$ cat src/rtl/mode_pkg.sv
// Shared constants for the mode selector: debounce lengths for hardware and
// simulation, the mode indices used by the display muxes, and the step helper.
package mode_pkg;

   localparam int DEBOUNCE_CYCLES_DEFAULT = 1_000_000;
   localparam int DEBOUNCE_CYCLES_SIM     = 4;

   localparam int MODE_CLOCK = 0;
   localparam int MODE_TIMER = 1;
   localparam int MODE_ALARM = 2;
   localparam int MODE_SETUP = 3;

   // One step up or down, modulo num_modes, holding at the ends when not wrapping.
   function automatic int step_mode(input int cur, input bit up, input int num_modes, input bit wrap);
      if (up) begin
         if (cur == num_modes - 1) return wrap ? 0 : cur;
         return cur + 1;
      end
      if (cur == 0) return wrap ? num_modes - 1 : 0;
      return cur - 1;
   endfunction

endpackage

$ cat src/rtl/mode_sequencer_if.sv
// Button, load and mode-output bundle between the board-facing logic and the
// mode sequencer.
interface mode_sequencer_if #(parameter int MODE_W = 2);

   logic              inc_btn;
   logic              dec_btn;
   logic              load_en;
   logic [MODE_W-1:0] load_mode;
   logic [MODE_W-1:0] mode_select;
   logic              mode_changed;
   logic              at_limit;

   modport master (
      output inc_btn, dec_btn, load_en, load_mode,
      input  mode_select, mode_changed, at_limit
   );

   modport slave (
      input  inc_btn, dec_btn, load_en, load_mode,
      output mode_select, mode_changed, at_limit
   );

endinterface

$ cat src/rtl/button_debounce.sv
// Synchronises a raw push-button, debounces it into a stable level and emits a
// single-cycle registered pulse on each accepted press.
module button_debounce
   import mode_pkg::*;
#(
   parameter int DEBOUNCE_CYCLES = DEBOUNCE_CYCLES_DEFAULT
) (
   input  logic clk_100Mhz,
   input  logic reset_in,
   input  logic btn_raw,
   output logic btn_level,
   output logic btn_rise
);

   localparam int CNT_W = $clog2(DEBOUNCE_CYCLES + 1);

   logic             sync1_q, sync1_d;
   logic             sync2_q, sync2_d;
   logic             stable_q, stable_d;
   logic             prev_q, prev_d;
   logic             rise_q, rise_d;
   logic [CNT_W-1:0] cnt_q, cnt_d;

   // Counter only runs while the synced input disagrees with the accepted level.
   always_comb begin
      sync1_d  = btn_raw;
      sync2_d  = sync1_q;
      stable_d = stable_q;
      cnt_d    = '0;
      prev_d   = stable_q;
      rise_d   = stable_q & ~prev_q;
      if (sync2_q != stable_q) begin
         if (cnt_q + 1'b1 == CNT_W'(DEBOUNCE_CYCLES)) begin
            stable_d = sync2_q;
         end else begin
            cnt_d = cnt_q + 1'b1;
         end
      end
   end

   always_ff @(posedge clk_100Mhz) begin
      if (reset_in) begin
         sync1_q  <= 1'b0;
         sync2_q  <= 1'b0;
         stable_q <= 1'b0;
         prev_q   <= 1'b0;
         rise_q   <= 1'b0;
         cnt_q    <= '0;
      end else begin
         sync1_q  <= sync1_d;
         sync2_q  <= sync2_d;
         stable_q <= stable_d;
         prev_q   <= prev_d;
         rise_q   <= rise_d;
         cnt_q    <= cnt_d;
      end
   end

   assign btn_level = stable_q;
   assign btn_rise  = rise_q;

endmodule

$ cat src/rtl/mode_sequencer.sv
// Mode index register stepped by debounced inc/dec buttons or loaded directly,
// with a change pulse and an end-of-range flag aligned to the index.
module mode_sequencer
   import mode_pkg::*;
#(
   parameter int NUM_MODES       = 4,
   parameter int WRAP            = 1,
   parameter int RESET_MODE      = MODE_CLOCK,
   parameter int DEBOUNCE_CYCLES = DEBOUNCE_CYCLES_DEFAULT
) (
   input logic          clk_100Mhz,
   input logic          reset_in,
   mode_sequencer_if.slave bus
);

   localparam int MODE_W = $clog2(NUM_MODES);

   logic [1:0]        levels_unused;
   logic              inc_rise;
   logic              dec_rise;
   logic [MODE_W-1:0] mode_q, mode_d;
   logic              changed_q, changed_d;
   logic              at_limit_q, at_limit_d;

   button_debounce #(.DEBOUNCE_CYCLES(DEBOUNCE_CYCLES)) u_inc (
      .clk_100Mhz(clk_100Mhz),
      .reset_in  (reset_in),
      .btn_raw   (bus.inc_btn),
      .btn_level (levels_unused[0]),
      .btn_rise  (inc_rise)
   );

   button_debounce #(.DEBOUNCE_CYCLES(DEBOUNCE_CYCLES)) u_dec (
      .clk_100Mhz(clk_100Mhz),
      .reset_in  (reset_in),
      .btn_raw   (bus.dec_btn),
      .btn_level (levels_unused[1]),
      .btn_rise  (dec_rise)
   );

   // A load always wins and swallows any step arriving in the same cycle.
   always_comb begin
      mode_d = mode_q;
      if (bus.load_en) begin
         if (int'(bus.load_mode) < NUM_MODES) mode_d = bus.load_mode;
      end else if (inc_rise && !dec_rise) begin
         mode_d = MODE_W'(step_mode(int'(mode_q), 1'b1, NUM_MODES, WRAP != 0));
      end else if (dec_rise && !inc_rise) begin
         mode_d = MODE_W'(step_mode(int'(mode_q), 1'b0, NUM_MODES, WRAP != 0));
      end
      changed_d  = (mode_d != mode_q);
      at_limit_d = (mode_d == '0) || (int'(mode_d) == NUM_MODES - 1);
   end

   always_ff @(posedge clk_100Mhz) begin
      if (reset_in) begin
         mode_q     <= MODE_W'(RESET_MODE);
         changed_q  <= 1'b0;
         at_limit_q <= (RESET_MODE == 0) || (RESET_MODE == NUM_MODES - 1);
      end else begin
         mode_q     <= mode_d;
         changed_q  <= changed_d;
         at_limit_q <= at_limit_d;
      end
   end

   assign bus.mode_select  = mode_q;
   assign bus.mode_changed = changed_q;
   assign bus.at_limit     = at_limit_q;

endmodule
$ cat src/flat_wrapper.sv
// flat-port wrapper written by rule: the top's interface ports become plain ports
module mode_sequencer_flat import mode_pkg::*;
#(
   parameter int NUM_MODES       = 4,
   parameter int WRAP            = 1,
   parameter int RESET_MODE      = MODE_CLOCK,
   parameter int DEBOUNCE_CYCLES = DEBOUNCE_CYCLES_DEFAULT
)
  (clk_100Mhz, reset_in, bus_inc_btn, bus_dec_btn, bus_load_en, bus_load_mode, bus_mode_select, bus_mode_changed, bus_at_limit);
  mode_sequencer_if bus_i ();
  input logic clk_100Mhz;
  input logic reset_in;
  input wire logic [$bits(bus_i.inc_btn)-1:0] bus_inc_btn;
  input wire logic [$bits(bus_i.dec_btn)-1:0] bus_dec_btn;
  input wire logic [$bits(bus_i.load_en)-1:0] bus_load_en;
  input wire logic [$bits(bus_i.load_mode)-1:0] bus_load_mode;
  output wire logic [$bits(bus_i.mode_select)-1:0] bus_mode_select;
  output wire logic [$bits(bus_i.mode_changed)-1:0] bus_mode_changed;
  output wire logic [$bits(bus_i.at_limit)-1:0] bus_at_limit;
  assign bus_i.inc_btn = bus_inc_btn;
  assign bus_i.dec_btn = bus_dec_btn;
  assign bus_i.load_en = bus_load_en;
  assign bus_i.load_mode = bus_load_mode;
  assign bus_mode_select = bus_i.mode_select;
  assign bus_mode_changed = bus_i.mode_changed;
  assign bus_at_limit = bus_i.at_limit;
  mode_sequencer #(.NUM_MODES(NUM_MODES), .WRAP(WRAP), .RESET_MODE(RESET_MODE), .DEBOUNCE_CYCLES(DEBOUNCE_CYCLES)) u_core (.clk_100Mhz(clk_100Mhz), .reset_in(reset_in), .bus(bus_i));
endmodule
$ cat config.mk
export PLATFORM = sky130hd
export DESIGN_NAME = mode_sequencer_flat
export DESIGN_NICKNAME = d
export VERILOG_FILES = /design/src/rtl/mode_pkg.sv /design/src/rtl/mode_sequencer_if.sv /design/src/rtl/button_debounce.sv /design/src/rtl/mode_sequencer.sv /design/src/flat_wrapper.sv
export SDC_FILE = /design/constraint.sdc
export NUM_CORES = 1
export LEC_CHECK = 0
export BUFFER_PORTS_ARGS = -buffer_cell sky130_fd_sc_hd__buf_2
export CAP_MARGIN = 20
export CORE_ASPECT_RATIO = 0.9
export CORE_MARGIN = 10
export CORE_UTILIZATION = 50
export CTS_BUF_LIST = sky130_fd_sc_hd__clkbuf_8
export CTS_CLUSTER_DIAMETER = 150
export DETAILED_ROUTE_END_ITERATION = 10
export PLACE_DENSITY = 0.73
export REMOVE_ABC_BUFFERS = 1
export SLEW_MARGIN = 10
export SYNTH_ARGS = -nofsm -noshare
export SYNTH_HDL_FRONTEND = slang
export SYNTH_SLANG_ARGS = --single-unit
$ cat constraint.sdc
create_clock -name clk_100Mhz -period 4.8 [get_ports clk_100Mhz]
set_clock_uncertainty 0.1 [all_clocks]
set_input_delay 0.24 -clock clk_100Mhz [delete_from_list [all_inputs] [get_ports clk_100Mhz]]
set_output_delay 0.24 -clock clk_100Mhz [all_outputs]
set_load 0.05 [all_outputs]
Word-level counts from Yosys, hierarchy flattened
Cells that the tools add are included.

Add/subtract/negate cells: 4. Equality and inequality tests: 7. Multiplexer cells: 21. Bitwise operators: 6. Reductions and logical operators: 11.

Operators with widths (number): $add 20x1->20 const B (2); $eq 20x20->1 const B (2); $mux 2 (9); $mux 1 (12); $reduce_or 3->1 (2); $eq 2x1->1 const B (2); $logic_not 2->1 (2); $not 1->1 (4); $reduce_and 2->1 (2); $add 2x1->2 const B (1); $and 1x1->1 (2); $logic_and 1x1->1 (2); $logic_not 1->1 (2); $ne 1x1->1 (2); $ne 2x2->1 (1); $sub 2x1->2 const B (1); $logic_or 1x1->1 (1).

Bits in registers: 54. Output and inout bits: 4. Word-level logic and storage cells: 64.

Logic depth before layout (Yosys ltp)
Depth in word-level cells: 13. Gate-level depth with buffers: 9.

Hierarchy
A second synthesis with hierarchy kept.

Cells, all modules: 345. Area total of the unflattened synthesis: 2960.3 um^2.

Modules (own cells, without submodules): button_debounce (times used 2, cells an instance 155, area an instance 1323.8 um^2, seq. area each 500.5 um^2); mode_sequencer (times used 1, cells an instance 35, area an instance 312.8 um^2, seq. area each 80.1 um^2).

Worst setup path before layout
Ideal clock, no wire load.

Path kind: flip-flop to flip-flop. Start point: register u_core.u_dec.cnt_q[0]. End point: register u_core.u_dec.cnt_q[16]. Arrival time: 2.339 ns. Required time: 4.568 ns. Slack: 2.229 ns. Stages on the path, launching flop included: 10. Cells stage by stage: dfxtp_1 -> ha_1 -> bufbuf_16 -> nand2_1 -> o31a_1 -> nor4_1 -> o2111ai_1 -> a2111oi_4 -> buf_6 -> nor3_1.

Word-level cells in the longest chain between the ends: 3.

Ends and longest elaborated chain: start: declaration (line button_debounce.sv:22) `logic [CNT_W-1:0] cnt_q, cnt_d;`; start signal: assignment (line button_debounce.sv:55) `cnt_q <= cnt_d;`; $add 20x1->20 (*) (line button_debounce.sv:33, button_debounce.sv:36); $eq 20x20->1 (line button_debounce.sv:33) `if (cnt_q + 1'b1 == CNT_W'(DEBOUNCE_CYCLES)) begin`; $reduce_or 3->1 (no line).

Every way passes the cells marked *; elsewhere a longest branch is shown, timed or not. A chain may end at the register's enable or synchronous reset.

Worst setup path after layout
Start point: register u_core.u_dec.cnt_q[0]. End point: register u_core.u_dec.stable_q (netlist: u_core.u_dec.btn_level).

Word-level cells in the longest chain between the ends: 3.

Ends and longest elaborated chain: $add 20x1->20 (line button_debounce.sv:33); $eq 20x20->1 (line button_debounce.sv:33); $reduce_and 2->1 (no line); end signal: assignment (line button_debounce.sv:52) `stable_q <= stable_d;`; end: declaration (line button_debounce.sv:19) `logic stable_q, stable_d;`.

Every way passes these cells.

==> impl_metrics.yaml <==
setup_path:
  start_kind: "flip-flop"
  crit_chain: "ha_1, nand2_1, o31a_1, nor4_1, o2111ai_1, a2111oi_4, mux2i_1"
  critPathKind: "reg2reg"
  critPathMaxFanout: 17
  worstPathArrival_ns: 3.24
  reg2reg_slack_ns: 1.71
  cp-end-kind: "flip-flop"
  worst_ep_required_time_ns: 4.94
  crit_slowest_cell: "a2111oi_4"
  cp_slowest_stage_delay_ns: 0.95
sta:
  setup_viol: 0
  fin_crit_sh_pct: 64.5
  finalHoldViolCount: 0
  worst_slew_pin_slew_ns: 1.01
  slew_viol_final: 0
  slew_headroom_pct: 32.5
  rsz0062_at_grt: "false"
  timing.fmax_ghz: 0.323
  tns_ns: 0
  period_needed_ns: 3.09
floorplan:
  fp.coreArea_mm2: 0.00529
  initial_utilization_pct: 51.7
  dieArea_mm2: 0.00883
  pin_count: 11
  rows: 25
  die_width_um: 97.9
  chipHeight_um: 90.2
synthesis:
  syn_area_mm2: 0.00273
  synth_edf_count: 0
  synthTopCellsByCount: "54 x dfxtp_1, 25 x nor2_1, 24 x nor3_1, 24 x xor2_1, 21 x nand2_1"
  yosysTopAreaCell: "dfxtp_1"
  synth.top_cell.area_share_pct: 39.5
  async_reset_ff_share_pct: 0
  syn_inst: 304
  yosys.cell_count.top_type: "dfxtp_1"
  synth_warnings: 0
  synth_seq_area_share_pct: 39.5
  avgSynthCellArea_um2: 8.99
  yosys_register_bits: 54
  synthTopCellsByArea: "dfxtp_1 40%, xor2_1 7.7%, xnor2_1 4.5%"
  synth_ff_type: "dfxtp_1"
  ys_types: 48
clock_tree:
  cts_inserted_buffers: 5
  htreeDepth: 2
  clk_path_buf_depth: 2
  cts_root_buf: "clkbuf_8"
  clk_pin_slew_ns: 0.10
  post_cts_resized: 0
  clkLatencyLatePin_ns: 0.32
  post-cts-setup-buffers: 0
  cts_num_sinks: 54
  cts_hold_buf: 0
  tritoncts: "done"
routing:
  vias: 2082
  m1WireLength_um: 2600
  route.met3.wl_um: 140
  dr_wl_met2_um: 2050
  drt-vias-per-instance: 5.54
  wirelength_um: 4870
  drc: 0
  first_pass_iters: 4
  drt-initial-drc-count: 171
  wl_per_cell_um: 13.0
  antenna_left: 0
  top_layer_used: "met4"
grt:
  grt_max_degree: 21
  gr-total-overflow: 0
  antenna_found_initial: 0
  first_global_vias: 1890
  grt_usage_pct: 11.3
  grt_pass1_wl_um: 8690
final_layout:
  fillerInstances: 469
  antenna_cells: 0
  area_growth_pct: 6.00
  drive_gt1_share_pct: 9.06
  final_nets: 319
job:
  cap_violations: 0
pwr:
  ir_drop_mv: 0.200
  p_leak_nw: 0.947
  power_mw: 0.813
  cellPowerDensity_mw_per_mm2: 281
place:
  io_buffers: 10
  dp_hpwl_um: 3430
  place_congestion: 0.779
status:
  run_status: "complete, no violations"
min_path:
  hold_path.class: "in2reg"
-- final cells by class --
cell class                      instances  area, µm²  area share [%]
Inverter                                6       22.5           0.777
Tap cell                               67       83.8            2.89
Clock inverter                          2       38.8            1.34
Timing Repair Buffer                   10       50.0            1.73
Sequential cell                        54       1080            37.3
Multi-Input combinational cell        231       1540            53.1
Clock buffer                            6       82.6            2.85
-- placed cells by master, fill, tap and decap left out, types with 2 or more instances in the layout --
master / Yosys / final
dfxtp_1: 54 / 54
nor2_1: 25 / 25
nand4_1: 6 / 6
mux2i_1: 7 / 7
a211oi_1: 2 / 2
nand2b_1: 10 / 10
xnor2_1: 14 / 14
buf_2: 2 / 10
nor3b_1: 5 / 5
o31ai_1: 2 / 2
nor3_1: 24 / 24
nand4b_1: 3 / 3
xor2_1: 24 / 24
nand3_1: 20 / 20
and4_1: 2 / 2
a21oi_1: 7 / 7
inv_1: 6 / 6
o2111ai_1: 2 / 2
nand2_1: 21 / 21
nor2b_1: 8 / 8
o21ai_0: 3 / 3
clkbuf_8: 0 / 6
mux2_2: 2 / 2
nor4_1: 7 / 7
nor4b_1: 3 / 3
or3_1: 5 / 5
o21ba_2: 2 / 2
and3_1: 3 / 3
nand3b_1: 2 / 2
o211ai_1: 3 / 3
and2_1: 2 / 2
ha_1: 4 / 4
-- worst max-delay path: cells and delay by family, from the launching register on --
kind	cells	cell delay [ns]
AOI/OAI and AO/OA	3	1.45
and+or+nand+nor	2	0.48
DFF	1	0.42
adders and majority gates	1	0.32
muxes	1	0.25
-- cell families (layout without fill, tap and decap cells) --
kind of cell	count (synthesis)	after routing	synth area share (%)
adders and majority gates	4	4	1.83
xor gates and xnor gates	38	38	12.2
DFF	54	54	39.5
muxes	9	9	3.39
and+or+nand+nor	152	152	30.9
buffers and inverters	19	24	4.16
AOI/OAI and AO/OA	28	28	8.01
-- per-layer routing --
layer / GRT usage, % / vias to the layer above
met1: 16.0 / 962
met2: 15.8 / 28
met4: 4.48 / 0
met5: 0 / -
li1: - / 1084
met3: 2.52 / 8
-- state kept, by name, indices dropped and copies added, names as in the netlist --
name / cells
u_core.u_inc.cnt_q: 20
u_core.bus.mode_select: 2
u_core.u_dec.btn_level: 1
u_core.u_inc.sync2_q: 1
u_core.u_inc.sync1_q: 1
u_core.u_dec.sync2_q: 1
u_core.bus.mode_changed: 1
u_core.u_dec.sync1_q: 1
u_core.bus.at_limit: 1
u_core.u_inc.btn_level: 1
u_core.u_dec.cnt_q: 20
u_core.u_inc.prev_q: 1
u_core.u_dec.btn_rise: 1
u_core.u_dec.prev_q: 1
u_core.u_inc.btn_rise: 1
-- metrics by stage --
stage / hold slack (ns) / instance area (µm²) / setup WS, ns / util [%] / std cells
2_1_floorplan: 0.209 / 2640 / 2.19 / - / 291
3_3_place_gp: 0.273 / 2780 / 1.85 / 52.5 / 368
3_5_place_dp: 0.282 / 2780 / 1.77 / 52.5 / 368
4_1_cts: 0.0241 / 2900 / 1.69 / 54.8 / 376
5_1_grt: 0.0260 / 2900 / 1.50 / 54.8 / 376
6_report: 0.0279 / 2900 / 1.71 / 54.8 / 376
-- power by group --
group	internal, mW	total [mW]	switching, mW
Combinational	0.0115	0.0323	0.0208
Sequential	0.452	0.455	0.00278
Clock	0.172	0.326	0.154
Total	0.636	0.813	0.177
-- worst paths after layout --
path,from,end,cells after the start
setup / recovery,u_core.u_dec.cnt_q[0]$_SDFF_PP0_,u_core.u_dec.btn_level$_SDFFE_PP0P_,7
hold / removal,bus_inc_btn,u_core.u_inc.sync1_q$_SDFF_PP0_,2
setup reg to reg,u_core.u_dec.cnt_q[0]$_SDFF_PP0_,u_core.u_dec.btn_level$_SDFFE_PP0P_,7
hold reg to reg,u_core.u_inc.prev_q$_SDFF_PP0_,u_core.u_inc.btn_rise$_SDFF_PP0_,1
(Power assumes the default switching activity.)
